$ cat config.mk
export PLATFORM = sky130hd
export DESIGN_NAME = alu_operand_stage_flat
export DESIGN_NICKNAME = d
export VERILOG_FILES = /design/src/rtl/alu_operand_stage_if.sv /design/src/rtl/alu_operand_stage.sv /design/src/flat_wrapper.sv
export SDC_FILE = /design/constraint.sdc
export NUM_CORES = 1
export LEC_CHECK = 0
export ABC_AREA = 1
export ABC_CLOCK_PERIOD_IN_PS = 1900
export BUFFER_PORTS_ARGS = -buffer_cell sky130_fd_sc_hd__clkbuf_2
export CAP_MARGIN = 20
export CELL_PAD_IN_SITES_DETAIL_PLACEMENT = 0
export CELL_PAD_IN_SITES_GLOBAL_PLACEMENT = 1
export CORE_MARGIN = 2
export CORE_UTILIZATION = 26
export DETAILED_ROUTE_END_ITERATION = 16
export PLACE_DENSITY_LB_ADDON = 0.1
export SKIP_CTS_REPAIR_TIMING = 1
export SYNTH_ARGS = -nofsm -noshare
export SYNTH_HDL_FRONTEND = slang
export SYNTH_SLANG_ARGS = --single-unit
$ cat constraint.sdc
create_clock -name clk -period 1.9 [get_ports clk]
set_input_delay 0.38 -clock clk [delete_from_list [all_inputs] [get_ports clk]]
set_output_delay 0.38 -clock clk [all_outputs]
set_load 0.005 [all_outputs]
$ cat src/rtl/alu_operand_stage_if.sv
// Fetch-to-operand-stage handshake bundle.
// Ports: if_valid/if_inst/if_pc from fetch, if_ready back from the stage.
interface alu_operand_stage_if #(
  parameter int XLEN = 32
);
  logic            if_valid;
  logic [31:0]     if_inst;
  logic [XLEN-1:0] if_pc;
  logic            if_ready;

  modport master (
    output if_valid,
    output if_inst,
    output if_pc,
    input  if_ready
  );

  modport slave (
    input  if_valid,
    input  if_inst,
    input  if_pc,
    output if_ready
  );
endinterface

$ cat src/rtl/alu_operand_stage.sv
// Decode/issue register: immediate generation, operand select with
// writeback forwarding, stall hold with operand refresh, and flush kill.
// Ports: clk, rst_n (sync, active low); fe (fetch handshake, slave);
//   rs1_addr/rs2_addr, rf_rdata1/2 (regfile read); wb_* (writeback);
//   stall_in, flush; ex_* and alu_* registered ALU-facing outputs.
module alu_operand_stage #(
  parameter int          XLEN     = 32,
  parameter logic [31:0] NOP_INST = 32'h0000_0013
) (
  input  logic             clk,
  input  logic             rst_n,
  alu_operand_stage_if.slave fe,
  output logic [4:0]       rs1_addr,
  output logic [4:0]       rs2_addr,
  input  logic [XLEN-1:0]  rf_rdata1,
  input  logic [XLEN-1:0]  rf_rdata2,
  input  logic             wb_valid,
  input  logic [4:0]       wb_rd,
  input  logic [XLEN-1:0]  wb_data,
  input  logic             stall_in,
  input  logic             flush,
  output logic             ex_valid,
  output logic [XLEN-1:0]  ex_pc,
  output logic [XLEN-1:0]  alu_data_a,
  output logic [XLEN-1:0]  alu_data_b,
  output logic [3:0]       alu_sel,
  output logic [31:0]      alu_inst,
  output logic [XLEN-1:0]  ex_rs2_data
);

  localparam logic [6:0] OPC_OP     = 7'b0110011;
  localparam logic [6:0] OPC_OP_IMM = 7'b0010011;
  localparam logic [6:0] OPC_LOAD   = 7'b0000011;
  localparam logic [6:0] OPC_STORE  = 7'b0100011;
  localparam logic [6:0] OPC_JALR   = 7'b1100111;
  localparam logic [6:0] OPC_BRANCH = 7'b1100011;
  localparam logic [6:0] OPC_JAL    = 7'b1101111;
  localparam logic [6:0] OPC_AUIPC  = 7'b0010111;
  localparam logic [6:0] OPC_LUI    = 7'b0110111;

  logic            ex_valid_q, ex_valid_d;
  logic [XLEN-1:0] ex_pc_q, ex_pc_d;
  logic [XLEN-1:0] data_a_q, data_a_d;
  logic [XLEN-1:0] data_b_q, data_b_d;
  logic [3:0]      sel_q, sel_d;
  logic [31:0]     inst_q, inst_d;
  logic [XLEN-1:0] rs2_data_q, rs2_data_d;
  logic [4:0]      rs1_q, rs1_d;
  logic [4:0]      rs2_q, rs2_d;
  logic            a_reg_q, a_reg_d;
  logic            b_reg_q, b_reg_d;
  logic            s2_reg_q, s2_reg_d;

  logic [31:0]     inst;
  logic [6:0]      opc;
  logic [2:0]      f3;
  logic [XLEN-1:0] imm_i, imm_s, imm_b, imm_u, imm_j;
  logic [XLEN-1:0] rs1_val, rs2_val;
  logic [XLEN-1:0] cap_a, cap_b;
  logic [3:0]      cap_sel;
  logic            cap_a_reg, cap_b_reg;
  logic            wb_hit;

  assign inst        = fe.if_inst;
  assign opc         = inst[6:0];
  assign f3          = inst[14:12];
  assign rs1_addr    = inst[19:15];
  assign rs2_addr    = inst[24:20];
  assign fe.if_ready = !stall_in;
  assign wb_hit      = wb_valid && (wb_rd != 5'd0);

  assign imm_i = {{20{inst[31]}}, inst[31:20]};
  assign imm_s = {{20{inst[31]}}, inst[31:25], inst[11:7]};
  assign imm_b = {{19{inst[31]}}, inst[31], inst[7],
                  inst[30:25], inst[11:8], 1'b0};
  assign imm_u = {inst[31:12], 12'b0};
  assign imm_j = {{11{inst[31]}}, inst[31], inst[19:12],
                  inst[20], inst[30:21], 1'b0};

  // x0 wins over forwarding; wb_hit already excludes rd=0
  always_comb begin
    rs1_val = rf_rdata1;
    rs2_val = rf_rdata2;
    if (wb_hit && wb_rd == rs1_addr) rs1_val = wb_data;
    if (wb_hit && wb_rd == rs2_addr) rs2_val = wb_data;
    if (rs1_addr == 5'd0) rs1_val = '0;
    if (rs2_addr == 5'd0) rs2_val = '0;
  end

  always_comb begin
    cap_a     = '0;
    cap_b     = '0;
    cap_sel   = 4'b0000;
    cap_a_reg = 1'b0;
    cap_b_reg = 1'b0;
    unique case (1'b1)
      opc == OPC_OP: begin
        cap_a     = rs1_val;
        cap_b     = rs2_val;
        cap_sel   = {inst[30], f3};
        cap_a_reg = 1'b1;
        cap_b_reg = 1'b1;
      end
      opc == OPC_OP_IMM: begin
        cap_a     = rs1_val;
        cap_b     = imm_i;
        // bit30 only qualifies shifts-right; elsewhere it is immediate
        cap_sel   = {(f3 == 3'b101) & inst[30], f3};
        cap_a_reg = 1'b1;
      end
      opc == OPC_LOAD, opc == OPC_JALR: begin
        cap_a     = rs1_val;
        cap_b     = imm_i;
        cap_a_reg = 1'b1;
      end
      opc == OPC_STORE: begin
        cap_a     = rs1_val;
        cap_b     = imm_s;
        cap_a_reg = 1'b1;
      end
      opc == OPC_BRANCH: begin
        cap_a = fe.if_pc;
        cap_b = imm_b;
      end
      opc == OPC_JAL: begin
        cap_a = fe.if_pc;
        cap_b = imm_j;
      end
      opc == OPC_AUIPC: begin
        cap_a = fe.if_pc;
        cap_b = imm_u;
      end
      opc == OPC_LUI: begin
        cap_b = imm_u;
      end
      default: begin
        cap_a = '0;
      end
    endcase
  end

  always_comb begin
    ex_valid_d = ex_valid_q;
    ex_pc_d    = ex_pc_q;
    data_a_d   = data_a_q;
    data_b_d   = data_b_q;
    sel_d      = sel_q;
    inst_d     = inst_q;
    rs2_data_d = rs2_data_q;
    rs1_d      = rs1_q;
    rs2_d      = rs2_q;
    a_reg_d    = a_reg_q;
    b_reg_d    = b_reg_q;
    s2_reg_d   = s2_reg_q;
    if (flush || (!stall_in && !fe.if_valid)) begin
      ex_valid_d = 1'b0;
      ex_pc_d    = '0;
      data_a_d   = '0;
      data_b_d   = '0;
      sel_d      = 4'b0000;
      inst_d     = NOP_INST;
      rs2_data_d = '0;
      rs1_d      = 5'd0;
      rs2_d      = 5'd0;
      a_reg_d    = 1'b0;
      b_reg_d    = 1'b0;
      s2_reg_d   = 1'b0;
    end else if (stall_in) begin
      // keep held register operands coherent with retiring writes
      if (wb_hit && a_reg_q && wb_rd == rs1_q) data_a_d = wb_data;
      if (wb_hit && b_reg_q && wb_rd == rs2_q) data_b_d = wb_data;
      if (wb_hit && s2_reg_q && wb_rd == rs2_q) rs2_data_d = wb_data;
    end else begin
      ex_valid_d = 1'b1;
      ex_pc_d    = fe.if_pc;
      data_a_d   = cap_a;
      data_b_d   = cap_b;
      sel_d      = cap_sel;
      inst_d     = inst;
      rs2_data_d = rs2_val;
      rs1_d      = rs1_addr;
      rs2_d      = rs2_addr;
      a_reg_d    = cap_a_reg;
      b_reg_d    = cap_b_reg;
      s2_reg_d   = 1'b1;
    end
  end

  always_ff @(posedge clk) begin
    if (!rst_n) begin
      ex_valid_q <= 1'b0;
      ex_pc_q    <= '0;
      data_a_q   <= '0;
      data_b_q   <= '0;
      sel_q      <= 4'b0000;
      inst_q     <= NOP_INST;
      rs2_data_q <= '0;
      rs1_q      <= 5'd0;
      rs2_q      <= 5'd0;
      a_reg_q    <= 1'b0;
      b_reg_q    <= 1'b0;
      s2_reg_q   <= 1'b0;
    end else begin
      ex_valid_q <= ex_valid_d;
      ex_pc_q    <= ex_pc_d;
      data_a_q   <= data_a_d;
      data_b_q   <= data_b_d;
      sel_q      <= sel_d;
      inst_q     <= inst_d;
      rs2_data_q <= rs2_data_d;
      rs1_q      <= rs1_d;
      rs2_q      <= rs2_d;
      a_reg_q    <= a_reg_d;
      b_reg_q    <= b_reg_d;
      s2_reg_q   <= s2_reg_d;
    end
  end

  assign ex_valid    = ex_valid_q;
  assign ex_pc       = ex_pc_q;
  assign alu_data_a  = data_a_q;
  assign alu_data_b  = data_b_q;
  assign alu_sel     = sel_q;
  assign alu_inst    = inst_q;
  assign ex_rs2_data = rs2_data_q;

endmodule

$ cat src/flat_wrapper.sv
// flat-port wrapper written by rule: the top's interface ports become plain ports
module alu_operand_stage_flat 
#(
  parameter int          XLEN     = 32,
  parameter logic [31:0] NOP_INST = 32'h0000_0013
)
  (clk, rst_n, rs1_addr, rs2_addr, rf_rdata1, rf_rdata2, wb_valid, wb_rd, wb_data, stall_in, flush, ex_valid, ex_pc, alu_data_a, alu_data_b, alu_sel, alu_inst, ex_rs2_data, fe_if_valid, fe_if_inst, fe_if_pc, fe_if_ready);
  alu_operand_stage_if #(.XLEN(XLEN)) fe_i ();
  input  logic clk;
  input  logic rst_n;
  output logic [4:0] rs1_addr;
  output logic [4:0] rs2_addr;
  input  logic [XLEN-1:0] rf_rdata1;
  input  logic [XLEN-1:0] rf_rdata2;
  input  logic wb_valid;
  input  logic [4:0] wb_rd;
  input  logic [XLEN-1:0] wb_data;
  input  logic stall_in;
  input  logic flush;
  output logic ex_valid;
  output logic [XLEN-1:0] ex_pc;
  output logic [XLEN-1:0] alu_data_a;
  output logic [XLEN-1:0] alu_data_b;
  output logic [3:0] alu_sel;
  output logic [31:0] alu_inst;
  output logic [XLEN-1:0] ex_rs2_data;
  input wire logic [$bits(fe_i.if_valid)-1:0] fe_if_valid;
  input wire logic [$bits(fe_i.if_inst)-1:0] fe_if_inst;
  input wire logic [$bits(fe_i.if_pc)-1:0] fe_if_pc;
  output wire logic [$bits(fe_i.if_ready)-1:0] fe_if_ready;
  assign fe_i.if_valid = fe_if_valid;
  assign fe_i.if_inst = fe_if_inst;
  assign fe_i.if_pc = fe_if_pc;
  assign fe_if_ready = fe_i.if_ready;
  alu_operand_stage #(.XLEN(XLEN), .NOP_INST(NOP_INST)) u_core (.clk(clk), .rst_n(rst_n), .fe(fe_i), .rs1_addr(rs1_addr), .rs2_addr(rs2_addr), .rf_rdata1(rf_rdata1), .rf_rdata2(rf_rdata2), .wb_valid(wb_valid), .wb_rd(wb_rd), .wb_data(wb_data), .stall_in(stall_in), .flush(flush), .ex_valid(ex_valid), .ex_pc(ex_pc), .alu_data_a(alu_data_a), .alu_data_b(alu_data_b), .alu_sel(alu_sel), .alu_inst(alu_inst), .ex_rs2_data(ex_rs2_data));
endmodule
==> results.md, run 1 <==
* Met1 GRT Util at 30.1%
* Maxcap violations at 0
* Main synth FF type: dfxtp_1
* Unrepaired setup endpoints after global routing: false
* Cell mode on critical path: nand2_1
* Cell row count at 69
* Most common cell after layout, fill and taps aside: nand2_1
* Die height at 195 microns
* Met2 usage at approximately 36%
* CP Launch Point: u_core.rs1_q[2]
* Worst skew pair latency at 0.45 ns
* Post-Synthesis Cells at 1506
* Number of global-route vias before repair at 10600
* Clk slew on worst S/H paths at 0.07 ns
* #FFs+latches synth at 167
* Syn_area_per_cell at roughly 6.3 sq um
* Placer Congestion at approximately 0.87
* Syn_nets at 1677
* Fin Hold WS at approximately 0.18 ns
* Synthesis-to-finish area growth at 34.9%
* Worst min path class: input port to flip-flop
* Setup Viol. Count Final at 0
* Post-synth EDFFs at 0
* Initial antenna violation count at 4
* Startpoint types: flip-flop
* Port Buf Inserts at 346
* Async SR Flop Fraction at 0%
* Post-route setup TNS at 0 ns
* Remaining DRCs at 0
* Status: complete, no violations
* CP Data Required Time at 2.27 ns
* Global route hottest layer: met2
* Via density per instance at 4.68
* Pwr/cell area at 685 mW/mm^2
* Sequential fraction of the synthesis area at 35.4%
* Final hold vios at 0
* Initial Util at around a quarter
* CTS Buffer Depth at 2
* Total wire length at approximately 43 mm
* Final instance area at 0.0127 sq mm
* Ordered cell list for the critical path: xnor2_1, nand3_1, nor3_4, nand3_4, nand2_2, buf_12, nand2_1, nand2_1, clkinv_1, a21oi_1
* Die width at 195 microns
* Root Buffer: clkbuf_16
* Unique masters post-synth at 34
* CTS tree: done
* Worst-Margin Slew at 0.398 ns
* LEAKAGE at between 6 and 7 nW
* Post-DP HPWL at around 33 mm
* Peak supply drop at approximately 0.00063 V
* Crit. End Element: flip-flop
* Setup WS post-layout at 0.193 ns
* Power Total at between 0.008 and 0.009 W
* Final period utilization at between 80% and 90%
* DR pass1 iterations at 5
* # IOs at 347
* FF-to-FF path depth at 10
* Slew headroom at 73.4%
* Area after DPL at roughly 0.012 sq mm
* Met3 Resource Use GR at about 5.5%
* Commonest non-fill, non-tap cells in the layout: 395 x nand2_1, 345 x clkbuf_2, 166 x dfxtp_1
* Final ANT Viol Nets at 0
* RR Startpoint: u_core.rs1_q[2]
* Pre-CTS setup slack at -0.139 ns
* Post-DR wirelength/cell at 18.7 microns
* Vias at 10800
* Clk sinks at roughly 170
* Pin count of the biggest net entering global routing at 65
* Core box area at 0.0357 sq mm
* Share of layout cells above drive strength 1 at 27.1%
* Clock skew at 0.0134 ns
* Critical path's largest stage delay at 0.39 ns
* Iteration-0 DRC count of the detailed router at 633
* Yosys warnings at 0
* Final-stage net count at about 2000
* Cell depth of the worst hold path at 3
* Max FO, Critical Path at 22
* H-tree depth at 4
* Remaining Overflow, GRT at 0
* Post-Syn Area at 0.00945 sq mm
* Total die area at 0.0379 sq mm
* Worst hold start: fe_if_inst[1]
* CTS Buf Count at 17
* Tot GR Track Use at 22.5%
* CP max stage cell: dfxtp_1
* Fin crit period at 1.71 ns
* Max frequency at 586 MHz
* Final Max Tran Viols at 0
* Worst Path Class, Setup: flip-flop to flip-flop
* Global-route wire length before repair at 64.9 mm
* Critical path arrival at ~2.1 ns
-- sequential cells by signal (all words and copies together), names as in the netlist --
name,count
u_core.a_reg_q,1
u_core.alu_data_a,32
u_core.alu_data_b,32
u_core.alu_inst,24
u_core.alu_sel,4
u_core.b_reg_q,1
u_core.ex_pc,32
u_core.ex_rs2_data,32
u_core.ex_valid,1
u_core.rs1_q,4
u_core.rs2_q,4
-- Yosys cell counts (5+ instances only) --
cell type	instances	area share, %
nand2_1	398	16
dfxtp_1	167	35
inv_1	152	6.0
a21oi_1	142	7.5
nor2_1	138	5.5
nand3_1	128	6.8
o21ai_0	86	4.6
nand4_1	65	4.3
clkbuf_1	58	2.3
a31oi_1	32	2.1
buf_2	23	1.2
clkinv_1	18	0.71
buf_4	17	1.4
buf_1	15	0.60
a21oi_2	10	0.93
xnor2_1	9	0.83
inv_2	6	0.24
nand3_2	6	0.64
a22oi_1	5	0.40
nand2_2	5	0.33
-- metal layers --
| layer | up-vias | wire length (microns) |
|---|---|---|
| li1 | 5534 | - |
| met3 | 46 | 2740 |
| met1 | 4881 | 20000 |
| met4 | 6 | 857 |
| met5 | - | 43 |
| met2 | 343 | 19500 |
-- stage by stage --
stage                     utilization, %  instances
after floorplan                        -       1506
after global placement              34.0       2275
after detailed placement            34.0       2275
after CTS                           35.7       2307
after global routing                35.7       2308
final                               35.7       2309
-- cells by family after synthesis --
kind of cell / count (synthesis) / synth area share, %
buffers and inverters: 292 / 12.8
AOI/OAI and AO/OA: 280 / 15.9
and+or+nand+nor: 754 / 34.7
DFF: 167 / 35.4
xor gates and xnor gates: 13 / 1.20
-- path summary, 6_finish.rpt --
path	end	slack, ns
worst min register to register	u_core.alu_inst[9]	0.47
worst min-delay path	u_core.alu_inst[1]	0.18
worst max register to register	u_core.alu_data_a[16]	0.19
worst max-delay path	u_core.alu_data_a[16]	0.19
-- power breakdown --
group	internal (W)	total, W	switching (W)
sequential	0.00359	0.00365	0.0000585
clock	0.00197	0.00365	0.00168
combinational	0.000544	0.00143	0.000886
total	0.00611	0.00873	0.00263
-- final cells by class --
type / count / area [sq um]
Multi-Input combinational cell: 1047 / 4940
Tap cell: 461 / 577
Fill cell: 4020 / 22900
Sequential cell: 167 / 3340
Clock inverter: 15 / 168
Clock buffer: 17 / 425
Antenna cell: 2 / 5.00
Inverter: 176 / 662
Timing Repair Buffer: 424 / 2630
-- critical path: cells and delay by family (launching register included) --
| kind | cells | cell delay, ns |
|---|---|---|
| buf+inv | 2 | 0.26 |
| compound gates | 1 | 0.12 |
| xor+xnor | 1 | 0.13 |
| simple gates | 6 | 0.73 |
| flops | 1 | 0.39 |
(Power assumes the default switching activity.)
==> run 2: changes to the inputs <==
--- a/config.mk
+++ b/config.mk
@@ -6,7 +6,7 @@
 export NUM_CORES = 1
 export LEC_CHECK = 0
 export ABC_AREA = 1
-export ABC_CLOCK_PERIOD_IN_PS = 1900
+export ABC_CLOCK_PERIOD_IN_PS = 2000
 export BUFFER_PORTS_ARGS = -buffer_cell sky130_fd_sc_hd__clkbuf_2
 export CAP_MARGIN = 20
 export CELL_PAD_IN_SITES_DETAIL_PLACEMENT = 0
==> constraint.sdc (replaced) <==
create_clock -name clk -period 2 [get_ports clk]
set_input_delay 0.4 -clock clk [delete_from_list [all_inputs] [get_ports clk]]
set_output_delay 0.4 -clock clk [all_outputs]
set_load 0.005 [all_outputs]
==> run 2 against run 1 <==
Effect of this change:
- maximum frequency shrank 5.3%
- global-route usage is 0.19 points higher
- first-iteration DRC count shrank 4.9%
- critical path type unchanged
- largest cell class unchanged
==> results.md, run 2 (synthesis gave the netlist of run 1 again) <==
* Sw Pwr at 0.00238 W (-9.4%)
* Initial antenna violation count at 3 (-1)
* Pint at 0.00613 W (+0.38%)
* Most common cell after layout, fill and taps aside: nand2_1
* Worst-Margin Slew at 0.674 ns (+0.276 ns)
* Clock power frac at 43.4% (+1.6 points)
* Fin crit period at 1.80 ns (+0.0958 ns)
* CTS Buf Count at 17 (unchanged)
* Critical path arrival at 2.18 ns (+0.10 ns)
* Global-route wire length before repair at 65.4 mm (+0.80%)
* Placer Congestion at 0.878 (+0.88%)
* Final core occ at 35.6% (-0.15 points)
* Post-DP HPWL at 32.5 mm (-0.69%)
* Via density per instance at 4.72 (+0.72%)
* Final ANT Viol Nets at 0 (unchanged)
* Root Buffer: clkbuf_16
* Vias at 10900 (+0.42%)
* Port Buf Inserts at 346 (unchanged)
* Worst skew pair latency at 0.45 ns (about the same)
* Die width at 195 microns (unchanged)
* Commonest non-fill, non-tap cells in the layout: 395 x nand2_1, 345 x clkbuf_2, 167 x dfxtp_1
* Clk sinks at 167 (unchanged)
* H-tree depth at 4 (unchanged)
* Iteration-0 DRC count of the detailed router at 602 (-4.9%)
* Unrepaired setup endpoints after global routing: false
* Cell row count at 69 (unchanged)
* LEAKAGE at 6.41 nW (-0.36%)
* Worst Path Class, Setup: flip-flop to flip-flop
* Peak supply drop at 0.000593 V (-6.1%)
* Final Max Tran Viols at 0 (unchanged)
* Remaining DRCs at 0 (unchanged)
* Tot GR Track Use at 22.7% (+0.19 points)
* Placed Cells at 2269 (-0.26%)
* Bufs and invs on worst path at 2 (unchanged)
* Total die area at 0.0379 sq mm (unchanged)
* Share of layout cells above drive strength 1 at 26.7% (-0.39 points)
* Clk slew on worst S/H paths at 0.07 ns (about the same)
* CP delay by family, top: simple AND/OR/NAND/NOR gates
* CTS Buffer Depth at 2 (unchanged)
* Switching portion of total power at 28.0% (-2.1 points)
* Pin count of the biggest net entering global routing at 74 (+14%)
* Die height at 195 microns (unchanged)
* Max frequency at 555 MHz (-5.3%)
* Critical path's largest stage delay at 0.41 ns (+0.02 ns)
* Pwr/cell area at 671 mW/mm^2 (-2.1%)
* Final-stage net count at 1999 (-0.25%)
* Power Total at 0.00851 W (-2.6%)
* Number of global-route vias before repair at 10400 (-1.9%)
* CTS tree: done
* Final hold vios at 0 (unchanged)
* Post-route setup TNS at 0 ns (unchanged)
* Remaining Overflow, GRT at 0 (unchanged)
* Final period utilization at 90.2% (+0.30 points)
* Slew headroom at 54.7% (-19 points)
* Cell mode on critical path: nand2_1
* DR pass1 iterations at 5 (unchanged)
* Initial Util at 26.5% (unchanged)
* CP Data Required Time at 2.38 ns (+0.11 ns)
* Comb power frac at 15.8% (-0.6 points)
* Core box area at 0.0357 sq mm (unchanged)
* Startpoint types: flip-flop
* Final Non-Filler Cells at 2302 (-0.30%)
* Setup Viol. Count Final at 0 (unchanged)
* Status: complete, no violations
* Register share of total power at 40.8% (-1.0 points)
* Total wire length at 43.7 mm (+1.4%)
* Max FO, Critical Path at 22 (unchanged)
* CP max stage cell: dfxtp_1
* Fin Hold WS at 0.197 ns (+0.0150 ns)
* Worst min path class: input port to flip-flop
* Maxcap violations at 0 (unchanged)
* Clock skew at 0.00852 ns (-0.00486 ns)
* Crit. End Element: flip-flop
* Post-DR wirelength/cell at 19.0 microns (+1.7%)
* Synthesis-to-finish area growth at 34.3%
* # IOs at 347 (unchanged)
* Ordered cell list for the critical path: or2_0, nand3_1, nor3_2, nand3_2, nand2_2, buf_12, nand2_1, nand2_1, clkinv_1, a21oi_1
[run 2: final timing paths]
kind	startpoint	to	slack (ns)	cells after the start
max	u_core.rs1_q[3]	u_core.alu_data_a[19]	0.20	10
min	fe_if_inst[1]	u_core.alu_inst[1]	0.20	3
max reg2reg	u_core.rs1_q[3]	u_core.alu_data_a[19]	0.20	10
min reg2reg	u_core.alu_inst[11]	u_core.alu_inst[11]	0.47	2
[run 2: cell type report]
class | count | area (sq um)
diodes | 2 | 5.00
well taps | 461 | 577
clock buffers | 22 | 484
multi-input cells | 1047 | 4920
flip-flops and latches | 167 | 3340
repair buffers | 419 | 2550
fillers | 4023 | 23000
inverters | 176 | 662
clock inverters | 8 | 145
[run 2: routing by layer]
| metal | wire (microns) | GRT usage (%) |
|---|---|---|
| met1 | 20200 | 30.8 |
| met3 | 2740 | 4.88 |
| met5 | 14 | 0 |
| met4 | 930 | 7.38 |
| met2 | 19700 | 35.7 |
[run 2: power by group through the flow]
stage / Sequential [W] / Clock (W) / Combinational (W)
after floorplan: 0.00354 / 0 / 0.000671
final: 0.00347 / 0.00369 / 0.00135
after global routing: 0.00348 / 0.00391 / 0.00150
after detailed placement: 0.00355 / 0 / 0.00136
after global placement: 0.00355 / 0 / 0.00137
after CTS: 0.00347 / 0.00380 / 0.00137
[run 2: tightest hold or removal path, stage by stage]
cell      delay, ns
clkbuf_2       0.10
nand2_1        0.05
nand3_1        0.06
[run 2: per-stage QoR]
stage / instance area (sq um) / setup slack [ns]
finish: 12700 / 0.197
global route: 12700 / 0.0348
CTS: 12700 / 0.168
detailed placement: 12000 / -0.208
global placement: 12000 / -0.208
floorplan: 9450 / 0.315
